==> config.mk <==
export PLATFORM = sky130hd
export DESIGN_NAME = button_conditioner
export DESIGN_NICKNAME = d
export VERILOG_FILES = /design/src/rtl/btn_pkg.sv /design/src/rtl/btn_channel.sv /design/src/rtl/button_conditioner.sv
export SDC_FILE = /design/constraint.sdc
export NUM_CORES = 1
export LEC_CHECK = 0
export CORE_ASPECT_RATIO = 1.5
export CORE_MARGIN = 10
export CORE_UTILIZATION = 47
export DETAILED_ROUTE_END_ITERATION = 10
export GPL_TIMING_DRIVEN = 0
export HOLD_SLACK_MARGIN = 0.06
export PLACE_DENSITY = 0.74
export SLEW_MARGIN = 20
export SYNTH_ARGS = -nofsm -noshare
export SYNTH_HDL_FRONTEND = slang
export SYNTH_SLANG_ARGS = --single-unit
==> constraint.sdc <==
create_clock -name clk_in -period 5.95 [get_ports clk_in]
set_clock_uncertainty 0.1 [all_clocks]
set_input_delay 1.19 -clock clk_in [delete_from_list [all_inputs] [get_ports clk_in]]
set_output_delay 1.19 -clock clk_in [all_outputs]
set_load 0.03 [all_outputs]
==> src/rtl/btn_pkg.sv <==
`default_nettype none
// ============================================================================
// Module  : btn_pkg
// Purpose : Shared types and helpers for the button conditioner.
//           - db_state_t    : per-channel debounce FSM state
//           - btn_cnt_width : width of a counter that must hold the largest
//                             of the debounce / hold / repeat counts
// Config  : none (BTN_AUTOREPEAT_EN is consumed by btn_channel)
// Revision: 1.0 - initial multi-channel release
// ============================================================================
package btn_pkg;

  typedef enum logic {
    STABLE   = 1'b0,
    COUNTING = 1'b1
  } db_state_t;

  // One shared width for every counter so a single constant set covers all.
  // Clamped to 1 so a degenerate all-zero configuration still elaborates.
  function automatic int btn_cnt_width(input int unsigned a,
                                       input int unsigned b,
                                       input int unsigned c);
    int unsigned m;
    int          w;
    m = a;
    if (b > m) m = b;
    if (c > m) m = c;
    w = $clog2(m + 1);
    return (w < 1) ? 1 : w;
  endfunction

endpackage : btn_pkg
`default_nettype wire

==> src/rtl/btn_channel.sv <==
`default_nettype none
// ============================================================================
// Module  : btn_channel
// Purpose : One button channel: synchroniser, debounce FSM, one-cycle
//           rise/fall pulses, long-press hold level and optional auto-repeat.
// Ports   : clk_in    - system clock
//           rst_n_in  - asynchronous active-low reset
//           raw_in    - raw asynchronous button pin
//           clean_out - debounced level, 1 = pressed
//           rise_out  - one-cycle press pulse (plus repeats when enabled)
//           fall_out  - one-cycle release pulse
//           hold_out  - 1 while pressed for at least HOLD_COUNT cycles
// Config  : `define BTN_AUTOREPEAT_EN to generate the auto-repeat logic.
// Revision: 1.0 - initial multi-channel release
// ============================================================================
module btn_channel
  import btn_pkg::*;
#(
  parameter int unsigned SYNC_STAGES  = 2,
  parameter int unsigned DB_COUNT     = 650_000,
  parameter int unsigned HOLD_COUNT   = 65_000_000,
  parameter int unsigned REPEAT_COUNT = 13_000_000,
  parameter logic        INVERT       = 1'b0
) (
  input  logic clk_in,
  input  logic rst_n_in,
  input  logic raw_in,
  output logic clean_out,
  output logic rise_out,
  output logic fall_out,
  output logic hold_out
);

  localparam int             CW          = btn_cnt_width(DB_COUNT, HOLD_COUNT, REPEAT_COUNT);
  localparam logic [CW-1:0]  C_DB_LAST   = CW'(DB_COUNT - 1);
  localparam logic [CW-1:0]  C_HOLD      = CW'(HOLD_COUNT);
  localparam logic [CW-1:0]  C_HOLD_LAST = CW'(HOLD_COUNT - 1);
  localparam logic [CW-1:0]  C_ONE       = CW'(1);

  logic [SYNC_STAGES-1:0] r_sync;
  logic                   w_s;
  db_state_t              r_state;
  logic [CW-1:0]          r_db_cnt;
  logic [CW-1:0]          r_hold_cnt;
  logic                   r_clean;
  logic                   r_rise;
  logic                   r_fall;
  logic                   r_hold;
  logic                   w_toggle;
  logic                   w_fall_evt;
  logic                   w_rep_fire;

  // The polarity fix is applied on the way into the chain so the reset value
  // of every stage means "released"; an active-low button that is already
  // pressed at reset release then fills the chain like any other press.
  always_ff @(posedge clk_in or negedge rst_n_in) begin
    if (!rst_n_in) r_sync <= '0;
    else           r_sync <= {r_sync[SYNC_STAGES-2:0], raw_in ^ INVERT};
  end

  assign w_s = r_sync[SYNC_STAGES-1];

  // Last qualifying cycle of a debounce run: clean flips on this edge.
  assign w_toggle   = (r_state == COUNTING) && (w_s != r_clean) && (r_db_cnt >= C_DB_LAST);
  assign w_fall_evt = w_toggle && r_clean;

  // Debounce FSM with registered level and edge pulses.
  always_ff @(posedge clk_in or negedge rst_n_in) begin
    if (!rst_n_in) begin
      r_state  <= STABLE;
      r_db_cnt <= '0;
      r_clean  <= 1'b0;
      r_rise   <= 1'b0;
      r_fall   <= 1'b0;
    end else begin
      r_rise <= w_rep_fire;
      r_fall <= 1'b0;
      case (r_state)
        STABLE: begin
          r_db_cnt <= '0;
          if (w_s != r_clean) begin
            r_state  <= COUNTING;
            r_db_cnt <= C_ONE;
          end
        end
        COUNTING: begin
          if (w_s == r_clean) begin
            // glitch shorter than the debounce window: discard silently
            r_state  <= STABLE;
            r_db_cnt <= '0;
          end else if (w_toggle) begin
            r_state  <= STABLE;
            r_db_cnt <= '0;
            r_clean  <= ~r_clean;
            r_rise   <= ~r_clean;
            r_fall   <= r_clean;
          end else begin
            r_db_cnt <= r_db_cnt + C_ONE;
          end
        end
        default: begin
          r_state  <= STABLE;
          r_db_cnt <= '0;
        end
      endcase
    end
  end

  // Long-press detection. The counter runs off the registered level, and the
  // release edge clears hold in the same cycle fall pulses.
  always_ff @(posedge clk_in or negedge rst_n_in) begin
    if (!rst_n_in) begin
      r_hold_cnt <= '0;
      r_hold     <= 1'b0;
    end else if (!r_clean || w_fall_evt) begin
      r_hold_cnt <= '0;
      r_hold     <= 1'b0;
    end else if (r_hold_cnt < C_HOLD) begin
      r_hold_cnt <= r_hold_cnt + C_ONE;
      if (r_hold_cnt == C_HOLD_LAST) r_hold <= 1'b1;
    end
  end

`ifdef BTN_AUTOREPEAT_EN
  localparam logic [CW-1:0] C_REP_LAST = CW'(REPEAT_COUNT - 1);

  logic [CW-1:0] r_rep_cnt;

  // First repeat lands REPEAT_COUNT cycles after hold rises; no repeat is
  // allowed on the release edge itself.
  assign w_rep_fire = r_hold && !w_fall_evt && (r_rep_cnt >= C_REP_LAST);

  always_ff @(posedge clk_in or negedge rst_n_in) begin
    if (!rst_n_in)                      r_rep_cnt <= '0;
    else if (!r_hold || w_fall_evt)     r_rep_cnt <= '0;
    else if (w_rep_fire)                r_rep_cnt <= '0;
    else                                r_rep_cnt <= r_rep_cnt + C_ONE;
  end
`else
  assign w_rep_fire = 1'b0;
`endif

  assign clean_out = r_clean;
  assign rise_out  = r_rise;
  assign fall_out  = r_fall;
  assign hold_out  = r_hold;

endmodule : btn_channel
`default_nettype wire

==> src/rtl/button_conditioner.sv <==
`default_nettype none
// ============================================================================
// Module  : button_conditioner
// Purpose : NUM_CH independent button channels (sync + debounce + edge
//           pulses + long-press hold) for the board pushbuttons.
// Ports   : clk_in    - system clock (65 MHz)
//           rst_n_in  - asynchronous active-low reset
//           raw_in    - raw asynchronous button pins [NUM_CH]
//           clean_out - debounced levels, 1 = pressed [NUM_CH]
//           rise_out  - one-cycle press pulses [NUM_CH]
//           fall_out  - one-cycle release pulses [NUM_CH]
//           hold_out  - long-press levels [NUM_CH]
// Config  : `define BTN_AUTOREPEAT_EN to enable auto-repeat on rise_out.
// Revision: 1.0 - initial multi-channel release
// ============================================================================
module button_conditioner
  import btn_pkg::*;
#(
  parameter int unsigned       NUM_CH       = 5,
  parameter int unsigned       SYNC_STAGES  = 2,
  parameter int unsigned       DB_COUNT     = 650_000,
  parameter int unsigned       HOLD_COUNT   = 65_000_000,
  parameter int unsigned       REPEAT_COUNT = 13_000_000,
  parameter logic [NUM_CH-1:0] INVERT_MASK  = '0
) (
  input  logic              clk_in,
  input  logic              rst_n_in,
  input  logic [NUM_CH-1:0] raw_in,
  output logic [NUM_CH-1:0] clean_out,
  output logic [NUM_CH-1:0] rise_out,
  output logic [NUM_CH-1:0] fall_out,
  output logic [NUM_CH-1:0] hold_out
);

  for (genvar i = 0; i < NUM_CH; i++) begin : g_ch
    btn_channel #(
      .SYNC_STAGES  (SYNC_STAGES),
      .DB_COUNT     (DB_COUNT),
      .HOLD_COUNT   (HOLD_COUNT),
      .REPEAT_COUNT (REPEAT_COUNT),
      .INVERT       (INVERT_MASK[i])
    ) u_channel (
      .clk_in    (clk_in),
      .rst_n_in  (rst_n_in),
      .raw_in    (raw_in[i]),
      .clean_out (clean_out[i]),
      .rise_out  (rise_out[i]),
      .fall_out  (fall_out[i]),
      .hold_out  (hold_out[i])
    );
  end

endmodule : button_conditioner
`default_nettype wire

After elaboration in Yosys (flattened, before gate mapping)
Index checks and enable logic that the tools add are counted.
{ "word_totals": {"output_inout_bits": 20, "mem_bits_rw": 0, "register_bits": 295, "elab_cells": 230, "mem_bits_ro": 0, "n_memories": 0, "inputBits": 7, "latchBits": 0} }
{ "classes": {"muxes": 95, "eq_ne": 15, "shifts": 0, "n_addsub": 10, "div": 0, "n_bitwise": 15, "reduce_logical": 45, "order_cmp": 10, "n_mul": 0} }
{ "op_table": {"columns": ["operator", "count"], "rows": [
  ["$mux W26", 20],
  ["$add A26 B1 Y26 const B", 10],
  ["$pmux W26 S2", 5],
  ["$eq A26 B26 Y1 const B", 5],
  ["$ge A26 B20 Y1 const B", 5],
  ["$lt A26 B26 Y1 const B", 5],
  ["$mux W1", 65],
  ["$reduce_bool A2 Y1", 10],
  ["$logic_and A1 B1 Y1", 15],
  ["$not A1 Y1", 15],
  ["$reduce_and A3 Y1", 5],
  ["$pmux W1 S2", 5],
  ["$reduce_and A2 Y1", 5],
  ["$eq A1 B1 Y1", 5],
  ["$logic_not A1 Y1", 5],
  ["$logic_or A1 B1 Y1", 5],
  ["$ne A1 B1 Y1", 5]
]} }

Depth between registers and ports, before layout
{ "logic_depth": {"word_depth": 7, "depth_mapped": 9, "depth_no_buf": 7} }

Modules after synthesis
Synthesis repeated with hierarchy kept, for this count alone.
{ "hier_totals": {"cells_unflattened": 1424, "hier_area_um2": 14541.4} }
{ "modules_own_cells": {"columns": ["mod", "seq_area_each_um2", "area_per_inst_um2", "instances", "cells_each"], "rows": [
  ["btn_channel (g_ch[0].u_channel ...)", 1476.4, 2930.3, 3, 284],
  ["btn_channel (g_ch[3].u_channel)", 1476.4, 2929.1, 1, 285],
  ["btn_channel (g_ch[4].u_channel)", 1476.4, 2821.5, 1, 287]
]} }

Worst setup path before layout
Ideal clock, no wire load.
{ "synth_timing": {"path_type": "register -> register", "start": "reg g_ch[3].u_channel.r_hold_cnt[8]", "end": "reg g_ch[3].u_channel.r_hold_cnt[24]", "path_stages_with_launch": 7, "setup_slack_ps": 3647, "t_arrival_ps": 2084, "t_required_ps": 5731, "setup_time_ps": 119, "n_path_buf": 0, "synth_period_minus_slack_ps": 2303, "cell_sequence": "dfrtp_1 or3_1 a221o_1 a211oi_4 nand4_1 o21a_1 o21ba_1"} }
{ "synth_between": {"elab_chain_cells": 3, "word_cells_on_any_way": 5, "classes_between": "1 x add/sub; 1 x order compare; 2 x mux; 1 x reduce/logical"} }
{ "synth_lines": {"columns": ["item", "line", "text"], "rows": [
  ["from (decl)", "btn_channel.sv:44", "logic [CW-1:0] r_hold_cnt;"],
  ["from (signal assigned)", "btn_channel.sv:119", "r_hold_cnt <= r_hold_cnt + C_ONE;"],
  ["$add A26 B1 Y26", "btn_channel.sv:119", null],
  ["$mux W26", "btn_channel.sv:118", "end else if (r_hold_cnt < C_HOLD) begin"],
  ["$mux W26", "btn_channel.sv:115", "end else if (!r_clean || w_fall_evt) begin"]
]} }
Several ways; a longest one is shown, not always the timed one. The select of a mux whose other input is x is not followed.
A chain may end at the register's enable or synchronous reset.

Worst setup path in the final report
{ "layout_timing": {"start": "reg g_ch[3].u_channel.r_clean", "end": "out clean_out[3]"} }
{ "layout_lines": {"columns": ["item", "line", "text"], "rows": [
  ["from (decl)", "btn_channel.sv:45", "logic r_clean;"],
  ["from (signal assigned)", "btn_channel.sv:94", "r_clean <= ~r_clean;"],
  ["to (decl)", "button_conditioner.sv:29", "output logic [NUM_CH-1:0] clean_out,"]
]} }
No word-level cell between the ends.

==> out/qor.txt <==
Net Sw Power: 1.26 mW
Postcts setup bufs: 0
Count leader, synth: dfrtp_1
Seq cells post-synth: 295
CP Data Required Time: 4.66 ns
Crit start category: register
Fmax: 326 MHz
Vias per std cell: 5.25
Pin count of the biggest net entering global routing: 79
CTS tree: built
Final net count: 1,476
Syn_area_per_cell: 10.0 um^2
Top Ports: 27
Buffers on Ports: 26
Cts bufs inserted: 28
Sw Share: 25.8%
Critical Path AT: 1.78 ns
Ant. Diodes: 0
# rows: 76
Die height: 230 um
Vias in the first global route: 10,100
Comb pwr share: 13.3%
Actual slew at the worst max-slew pin: 0.955 ns
Detailed placer's ending HPWL: 16.9 mm
Clock power frac: 41.2%
First-pass GRT wire length: 44.7 mm
Vias: 9,819
Wire per inst: 13.3 um
Area growth from synthesis to layout: 14.6%
CP Max Fanout: 6
GRT Overall Usage: 13.7%
Post-Layout Cell Count: 1,870
CP delay by family, top: buffers and inverters
DIE WIDTH: 160 um
Synth unique cells: 64
Final setup violation count: 0
WP buf/inv: 2
Clock sink count: 295
Setup_tns: 0 ns
Die area: 36,700 um^2
Synth Warn #: 0
Dpl cells: 1,819
Cts hold-fix bufs: 0
Final hold slack: 0.248 ns
Hold Violations, Final: 0
Post-synth top area share: 53.7%
Antenna-violating nets left: 0
Worst Setup End Kind: primary output
H-tree levels: 1
Max-cap violations: 0
Drt first pass iters: 5
CP Cell Sequence: buf_4 > clkdlybuf4s50_1
Slew Viols, Final: 0
Leak Pwr: 6.63 nW
Clock Latency Late Sink: 0.55 ns
Synthesized instance count: 1,371
Post-synth top cells: dfrtp_1, nor2_1, xor2_1
# DRC: 0
Final wirelength: 24.9 mm
Placer Congestion: 0.801
CTS Buffer Depth: 3
P_int: 3.62 mW
Clock root cell: clkbuf_16
Largest cells by area after synthesis: dfrtp_1, nor2_1, xor2_1, xnor2_1, nand4_1
Cell Area, Synth: 13,800 um^2
FFs w/ async S/R, synth: 100%
Status: finished, final reports clean
Max VDD drop: 0.000234 V
Initial DRC count: 480
Slew headroom: 35.7%
Layout cells sized above 1: 6.76%
Post-synthesis sequential area ratio: 53.7%
Period minus WS final: 3.07 ns
Worst-path clk slew: 0.06 ns
RSZ-0062 raised after global routing: false
Post-synth EDFFs: 0
Grt ovf: 0
Resized cells post-CTS: 0
Cell Pwr Density: 310 nW/um^2
Antenna violations before repair: 0
Sequential power share: 45.5%
Core area: 28,800 um^2
Initial Utilization: 47.7%
Post-synth top area cell: dfrtp_1
Slowest stage cell, crit path: clkdlybuf4s50_1
Main synth FF type: dfrtp_1
Type of the worst min-delay path: reg2reg
Max stage delay on crit path: 0.66 ns
Crit Path Class: reg2out
Tcrit/Tclk final: 51.6%
-- per-stage QoR --
step	utilization, %	setup WS (ns)	power, mW	area (um^2)
after global placement	50.7	-8.84	2.89	14600
after detailed placement	51.0	3.31	2.92	14700
after CTS	54.7	2.85	4.95	15800
after global routing	54.7	2.80	5.11	15800
final	54.7	2.88	4.88	15800
after floorplan	-	3.65	2.68	13900
-- flip-flops by register name, indices dropped and copies added (netlist names) --
| signal | count |
|---|---|
| g_ch.u_channel.hold_out | 5 |
| g_ch.u_channel.fall_out | 5 |
| g_ch.u_channel.r_hold_cnt | 130 |
| g_ch.u_channel.r_db_cnt | 130 |
| g_ch.u_channel.rise_out | 5 |
| g_ch.u_channel.clean_out | 5 |
| g_ch.u_channel.r_state | 5 |
| g_ch.u_channel.r_sync | 10 |
-- cell type report --
class,instances,area (um^2)
tap,390,488
multi-input combinational,1025,6100
fill,2448,13000
timing repair buffer,29,348
clock inverter,14,253
buffer,52,280
sequential,295,7380
inverter,28,105
clock buffer,37,806
-- cells by family (layout without fill, tap and decap cells) --
| logic type | after synthesis | after routing | synth area share [%] |
|---|---|---|---|
| AO/OA/AOI/OAI | 79 | 79 | 4.37 |
| XOR/XNOR | 207 | 207 | 13.2 |
| adder cells (fa/ha/maj) | 10 | 10 | 0.910 |
| buffers and inverters | 80 | 160 | 2.80 |
| flip-flops | 295 | 295 | 53.7 |
| multiplexers | 10 | 10 | 0.773 |
| other | 1 | 30 | 0.0273 |
| AND/OR/NAND/NOR | 689 | 689 | 24.3 |
-- power by group through the flow --
stage / Clock [mW] / Combinational (mW) / Sequential, mW
floorplan: 0 / 0.448 / 2.23
global placement: 0 / 0.638 / 2.25
detailed placement: 0 / 0.658 / 2.26
CTS: 2.06 / 0.663 / 2.22
global route: 2.14 / 0.728 / 2.24
finish: 2.01 / 0.650 / 2.22
-- cells in the final DEF (no fill, tap or decap), types with 6 or more instances in the layout --
master,count
clkbuf_1,28
and2_1,12
nor3_1,33
dfrtp_1,295
bufinv_16,7
buf_4,21
inv_1,28
nor2_1,290
or3_1,10
xnor2_1,84
clkbuf_16,29
nand2_1,81
nand3_1,73
ha_1,10
nand4_1,76
nor3b_1,9
o21ai_0,10
xor2_1,123
clkdlybuf4s50_1,25
nor4_1,15
conb_1,30
and4_1,16
and3_1,48
nor2b_1,6
a21oi_1,15
-- final timing paths --
check,start,endpoint,slack [ns],cells past startpoint
worst max register to register,g_ch[3].u_channel.r_hold_cnt[8],g_ch[3].u_channel.r_hold_cnt[24],3.34,6
worst min-delay path,g_ch[4].u_channel.r_sync[0],g_ch[4].u_channel.r_sync[1],0.25,0
min in group asynchronous,rst_n_in,g_ch[3].u_channel.r_hold_cnt[3],0.49,1
worst max-delay path,g_ch[3].u_channel.clean_out,clean_out[3],2.88,2
max in group asynchronous,rst_n_in,g_ch[2].u_channel.r_hold_cnt[0],4.14,3
worst min register to register,g_ch[4].u_channel.r_sync[0],g_ch[4].u_channel.r_sync[1],0.25,0
-- layer usage --
metal / track usage [%] / part of all wire (%) / vias up / routed length [um]
li1: - / - / 4810 / -
met1: 16.1 / 44 / 4856 / 10900
met2: 24.7 / 51 / 117 / 12800
met3: 1.89 / 3.1 / 36 / 766
met4: 5.05 / 2.0 / 0 / 500
met5: 0 / 0 / - / 0
Power figures use the tool's default switching activity.
